File: config.mk
export PLATFORM = sky130hd
export DESIGN_NAME = mux_nx1_arb
export DESIGN_NICKNAME = d
export VERILOG_FILES = /design/src/rtl/mux_nx1_arb.sv
export SDC_FILE = /design/constraint.sdc
export NUM_CORES = 1
export LEC_CHECK = 0
export ABC_AREA = 1
export CAP_MARGIN = 20
export CORE_MARGIN = 2
export CORE_UTILIZATION = 38
export DETAILED_ROUTE_END_ITERATION = 10
export GPL_ROUTABILITY_DRIVEN = 0
export PLACE_DENSITY = 0.74
export SYNTH_ARGS = -nofsm -noshare
export SYNTH_HDL_FRONTEND = slang
export SYNTH_SLANG_ARGS = --single-unit
File: constraint.sdc
create_clock -name clk -period 3.8 [get_ports clk]
set_input_delay 0.76 -clock clk [delete_from_list [all_inputs] [get_ports clk]]
set_output_delay 0.76 -clock clk [all_outputs]
set_load 0.02 [all_outputs]
File: src/rtl/mux_nx1_arb.sv
// N-to-1 arbitrated multiplexer with valid/ready channels and a registered output stage.
// Supports fixed-priority or round-robin arbitration, with optional packet lock.
module mux_nx1_arb #(
    parameter int unsigned WIDTH = 32,
    parameter int unsigned NCH   = 4,
    parameter int unsigned SELW  = 2,
    parameter int unsigned MODE  = 1,
    parameter int unsigned LOCK  = 1
) (
    input  logic                 clk,
    input  logic                 rst_n,
    input  logic [NCH-1:0]       in_vld,
    input  logic [NCH-1:0]       in_lst,
    input  logic [NCH*WIDTH-1:0] in_dat,
    output logic [NCH-1:0]       in_rdy,
    output logic                 out_vld,
    output logic                 out_lst,
    output logic [WIDTH-1:0]     out_dat,
    output logic [SELW-1:0]      out_sel,
    input  logic                 out_rdy,
    output logic                 busy
);

    typedef enum logic {IDLE, LOCKED} lock_state_t;

    lock_state_t      state, state_nxt;
    logic [SELW-1:0]  lock_ch, lock_nxt;
    logic [SELW-1:0]  ptr;
    logic [NCH-1:0]   gnt;
    logic [SELW-1:0]  gidx;
    logic [WIDTH-1:0] sel_dat;
    logic             sel_lst;
    logic             found;
    logic             ld;
    logic             xfer;
    int unsigned      scan_idx;

    assign ld     = ~out_vld | out_rdy;
    assign in_rdy = rst_n ? (gnt & {NCH{ld}}) : '0;
    assign xfer   = |(in_vld & in_rdy);
    assign busy   = (state == LOCKED);

    // Grant: locked channel only while a packet is open, otherwise scan from the base index.
    always_comb begin
        gnt      = '0;
        gidx     = '0;
        sel_dat  = '0;
        sel_lst  = 1'b0;
        found    = 1'b0;
        scan_idx = 0;
        if (state == LOCKED) begin
            for (int unsigned i = 0; i < NCH; i++) begin
                if (SELW'(i) == lock_ch) begin
                    gnt[i]  = in_vld[i];
                    gidx    = lock_ch;
                    sel_dat = in_dat[i*WIDTH +: WIDTH];
                    sel_lst = in_lst[i];
                end
            end
        end else begin
            for (int unsigned k = 0; k < NCH; k++) begin
                scan_idx = k + ((MODE != 0) ? 32'(ptr) : 32'd0);
                if (scan_idx >= NCH) scan_idx = scan_idx - NCH;
                if (!found && in_vld[scan_idx]) begin
                    found         = 1'b1;
                    gnt[scan_idx] = 1'b1;
                    gidx          = SELW'(scan_idx);
                    sel_dat       = in_dat[scan_idx*WIDTH +: WIDTH];
                    sel_lst       = in_lst[scan_idx];
                end
            end
        end
    end

    always_comb begin
        state_nxt = state;
        lock_nxt  = lock_ch;
        if ((LOCK != 0) && xfer) begin
            case (state)
                IDLE: begin
                    if (!sel_lst) begin
                        state_nxt = LOCKED;
                        lock_nxt  = gidx;
                    end
                end
                LOCKED: begin
                    if (sel_lst) state_nxt = IDLE;
                end
                default: state_nxt = IDLE;
            endcase
        end
    end

    always_ff @(posedge clk or negedge rst_n) begin
        if (!rst_n) begin
            state   <= IDLE;
            lock_ch <= '0;
        end else begin
            state   <= state_nxt;
            lock_ch <= lock_nxt;
        end
    end

    // Pointer advances past the granted channel only when a packet ends.
    always_ff @(posedge clk or negedge rst_n) begin
        if (!rst_n) begin
            ptr <= '0;
        end else if ((MODE != 0) && xfer && ((LOCK == 0) || sel_lst)) begin
            if (gidx == SELW'(NCH - 1)) ptr <= '0;
            else                         ptr <= gidx + 1'b1;
        end
    end

    always_ff @(posedge clk or negedge rst_n) begin
        if (!rst_n) begin
            out_vld <= 1'b0;
            out_lst <= 1'b0;
            out_dat <= '0;
            out_sel <= '0;
        end else if (ld) begin
            if (xfer) begin
                out_vld <= 1'b1;
                out_lst <= (LOCK != 0) ? sel_lst : 1'b1;
                out_dat <= sel_dat;
                out_sel <= gidx;
            end else begin
                out_vld <= 1'b0;
            end
        end
    end

endmodule
==> results.md <==
Final layout:
- The post-route cell area is 9095 um^2.
- The library cell used most frequently in the layout, excluding fill and tap cells, is sky130_fd_sc_hd__nand2_1.
- In the layout the commonest cells are sky130_fd_sc_hd__nand2_1 (450), sky130_fd_sc_hd__o21ai_0 (257), sky130_fd_sc_hd__clkdlybuf4s50_1 (178).
- The area growth from synthesis to final layout is 29.25%.
- The number of nets in the layout is 1577.
- The count of fill cells added during filler insertion is 1869.
- Cells with a size suffix above 1 make up 5.726% of the layout.
- 0 antenna diodes ended up in the layout.

Synth:
- Summing every instance area after synthesis gives approximately 7000 um^2.
- The number of different library cells used by synthesis comes to 34.
- Sequential elements use approximately 15% of the synthesized area.
- Counting every net in the synthesized netlist gives 1458.
- The share of Yosys cell area claimed by the top area cell type is approximately a quarter.
- Sorting the synthesized cells by area gives the leading types as sky130_fd_sc_hd__nand2_1 (24%), sky130_fd_sc_hd__o21ai_0 (18%), sky130_fd_sc_hd__dfrtp_1 (15%).
- For this run, the number of Yosys warnings is 0.
- The flop and latch count out of synthesis is 41.
- The synthesized instance count is 1312.
- Of all cell types, the one taking the most synthesized area is sky130_fd_sc_hd__nand2_1.
- The average instance in the mapped netlist occupies 5.363 um^2.

Timing:
- The part of the cycle the worst path needs is 96.64%.
- At the pin with the least slew margin, the transition time is 0.7697 ns.
- The count of pins over their slew limit is 0.
- The final hold violation count came to 0.
- Based on the critical path, the design can be clocked at up to 272.3 MHz.
- Between clock sinks in the finished design, the worst skew comes to between 0.004 and 0.005 ns.
- Setup repair after global routing left no endpoint under its margin.
- The setup violation total in the final timing report is 0.
- Setup total negative slack on the finished layout was measured at 0 ns.
- The shortest period the worst path allows is 3.672 ns.
- Measured against its own limit, the worst slew margin works out to about half.

Worst setup path:
- The data arrival time of the worst path is 2.91 ns.
- The setup check on the worst reg-to-reg path leaves a slack of between 0.7 and 0.8 ns.
- The type of origin of the critical path is a flop.
- Counting both buffers and inverters, the worst setup path holds a total of 4.
- In this run the worst path has a maximum fanout of 13.
- The largest incremental delay on the critical path is 0.59 ns.
- The cell with the biggest individual delay on the critical path is sky130_fd_sc_hd__clkdlybuf4s50_1.
- The critical path endpoint category is a primary output.
- On the critical path the largest part of the delay comes from buffers and inverters.
- In this run the critical register-to-register path is captured at out_dat[7].
- Walking the worst path, the cells encountered are inv_2 -> ha_2 -> inv_2 -> nand3_2 -> nand2_4 -> nand2_2 -> nor2_4 -> nand2_1 -> nand3_2 -> nand2_1 -> inv_1 -> clkdlybuf4s50_1.
- The required arrival time at the worst endpoint is 3.04 ns.
- The type of the worst setup path is reg -> out.
- The depth of the worst register-to-register path is 15.
- The critical register-to-register path startpoint is ptr[0].

CTS:
- The number of buffers added for setup after CTS is 0.
- After clock tree synthesis, the repair step resized 0 gates.
- The hold buffer count at CTS is 0.
- After clock tree synthesis, the clock-pin slew on the worst setup and hold paths is roughly 0.06 ns.
- The clock passes through at most 2 buffers.
- The CTS buffer count is 5.
- The TritonCTS clock tree is done.
- The number of clock sinks is between 40 and 50.
- The number of H-tree branching levels is 2.
- The cell sitting at the root of the clock tree is a sky130_fd_sc_hd__clkbuf_16.
- For the worst-skew pair, the clock arrives at the later sink with an insertion delay of 0.29 ns.

Power:
- In this run the power density over the cells is 878.3 nW/um^2.
- The standby leakage power is approximately 4.2 nW.
- The peak ir drop on the vdd network is 0.6546 mV.
- The overall power consumption is 7.988 mW.

Min path:
- The worst hold path passes through 2 cells.
- The tightest min-delay check is of the reg -> reg type.
- The hold path startpoint is out_dat[15].
- The worst hold path terminates at out_dat[15].

Floorplanning:
- The floorplan has 49 rows.
- The core area is 18090 um^2.
- The width of the chip is between 100 and 150 um.
- The floorplan die area is 19620 um^2.
- The die is 140.1 um tall.
- For this configuration, the core starts out at a cell density of 38.91%.
- In this run the count of I/O pins placed on the die edge is 180.

GRT:
- The total routing usage reported by global routing is 27.04%.
- Entering global routing, the biggest net connects 222 pins.
- For met2 alone, demand over resource in global routing was 44.67%.
- The first global-routing pass estimated 43130 um of wire.
- The met1 routing resource usage after global routing is 35.00%.
- The via count of the first global-routing pass came to 8597.
- The met3 usage is 4.137%.
- For this run the aggregate overflow at the end of global routing stands at 0.
- The global routing stage identified its most utilized layer as met2.
- The number of antenna violations at the first check in global routing was 2.

Route:
- The via count of the routed design is between 9000 and 10000.
- The total wire length is 27140 um.
- The number of nets still failing antenna checks after routing is 0.
- After detailed routing, the average wire length per cell comes to 16.34 um.
- The total iterations of the first detailed-routing run is 10.
- In the routed design, unresolved DRC markers number 11.
- Using the TritonRoute via totals, the vias-per-cell ratio works out to around 5.7.
- In this run, the number of DRC markers left after iteration 0 of detailed routing was 856.

Placement:
- The wire-length estimate of the detail-placed layout is 18860 um.
- The standard cell area after detailed placement is 8940 um^2.
- The number of buffer cells added on primary ports is 179.

Outcome:
- The checks that failed: design-rule violations.
- The flow ran to the end, but the final reports show violations.

Job:
- The count of max-cap constraint violations is 0.
==> layout make-up <==
type	count	area (um^2)	area share [%]
Inverter	124	465.4	5.118
Timing Repair Buffer	210	2057	22.62
Clock inverter	1	7.507	0.08254
Tap cell	229	286.5	3.150
Multi-Input combinational cell	1049	5106	56.14
Sequential cell	41	1030	11.32
Clock buffer	7	142.6	1.568
==> cell usage after synthesis <==
library cell                count
sky130_fd_sc_hd__nand2_1      450
sky130_fd_sc_hd__o21ai_0      257
sky130_fd_sc_hd__inv_1        118
sky130_fd_sc_hd__nor2_1        90
sky130_fd_sc_hd__clkbuf_1      61
sky130_fd_sc_hd__nand3_1       50
sky130_fd_sc_hd__dfrtp_1       41
sky130_fd_sc_hd__o22ai_1       28
sky130_fd_sc_hd__a21oi_1       24
sky130_fd_sc_hd__buf_2         23
sky130_fd_sc_hd__o211ai_1      21
sky130_fd_sc_hd__a221oi_1      19
sky130_fd_sc_hd__mux2i_1       16
sky130_fd_sc_hd__o21ai_1       16
sky130_fd_sc_hd__o2111ai_1     13
sky130_fd_sc_hd__nand2_2       11
sky130_fd_sc_hd__a21boi_0      10
sky130_fd_sc_hd__ha_1           7
sky130_fd_sc_hd__buf_6          6
sky130_fd_sc_hd__inv_2          6
sky130_fd_sc_hd__nand4_1        6
sky130_fd_sc_hd__or2_2          6
sky130_fd_sc_hd__nand3_2        5
sky130_fd_sc_hd__nor2_4         5
sky130_fd_sc_hd__a22oi_1        4
sky130_fd_sc_hd__buf_1          4
sky130_fd_sc_hd__buf_4          4
sky130_fd_sc_hd__o221ai_1       4
sky130_fd_sc_hd__nor3_1         2
sky130_fd_sc_hd__nand2_4        1
sky130_fd_sc_hd__nand2_8        1
sky130_fd_sc_hd__nor2_2         1
sky130_fd_sc_hd__nor2_8         1
sky130_fd_sc_hd__or2_0          1
==> tightest hold or removal path, cell delays in order, from the launching register on <==
cell                      delay, ns
sky130_fd_sc_hd__dfrtp_1       0.34
sky130_fd_sc_hd__nand2_1       0.05
sky130_fd_sc_hd__nand2_1       0.06
==> registers in the layout, summed over array words and instances (netlist names) <==
name	flops
busy	1
lock_ch	2
out_dat	32
out_lst	1
out_sel	2
out_vld	1
ptr	2
==> cell families (layout without fill, tap and decap cells) <==
logic type | count (synthesis) | in the layout | share of synthesized area [%]
buf+inv | 222 | 342 | 13.10
simple gates | 630 | 630 | 36.97
mux | 16 | 16 | 2.276
compound gates | 396 | 396 | 31.83
flops | 41 | 41 | 14.58
fa+ha+maj | 7 | 7 | 1.245
==> worst max-delay path by stage <==
stage / start / cells after the start / to / slack (ns)
final: ptr[0] / 12 / in_rdy[1] / 0.13
after global routing: in_vld[3] / 13 / in_rdy[1] / 0.006
after CTS: in_vld[3] / 13 / in_rdy[1] / 0.08
after detailed placement: in_vld[0] / 13 / in_rdy[1] / 0.11
after global placement: in_vld[3] / 13 / in_rdy[1] / 0.15
after floorplan: ptr[1] / 13 / in_rdy[1] / 0.58
==> metal layers <==
metal	share of wire [%]	vias up
met5	0.12	-
met4	4.3	4
met3	9.9	84
met2	46	515
met1	40	4223
li1	-	4577
==> power by group <==
group,switching (mW),internal [mW]
Sequential,0.153,0.647
Clock,0.185,0.262
Combinational,4.40,2.34
==> through the flow <==
stage                     instances  setup WS [ns]  hold WS [ns]  utilization, %
after floorplan                1312         0.5837        0.4644               -
after global placement         1653         0.1498        0.4677           49.43
after detailed placement       1653         0.1125        0.4687           49.43
after CTS                      1661        0.07663        0.4857           50.26
after global routing           1661       0.006319        0.5035           50.29
final                          1661         0.1278        0.4801           50.29
Note: power is estimated with default switching activity, not from simulation.
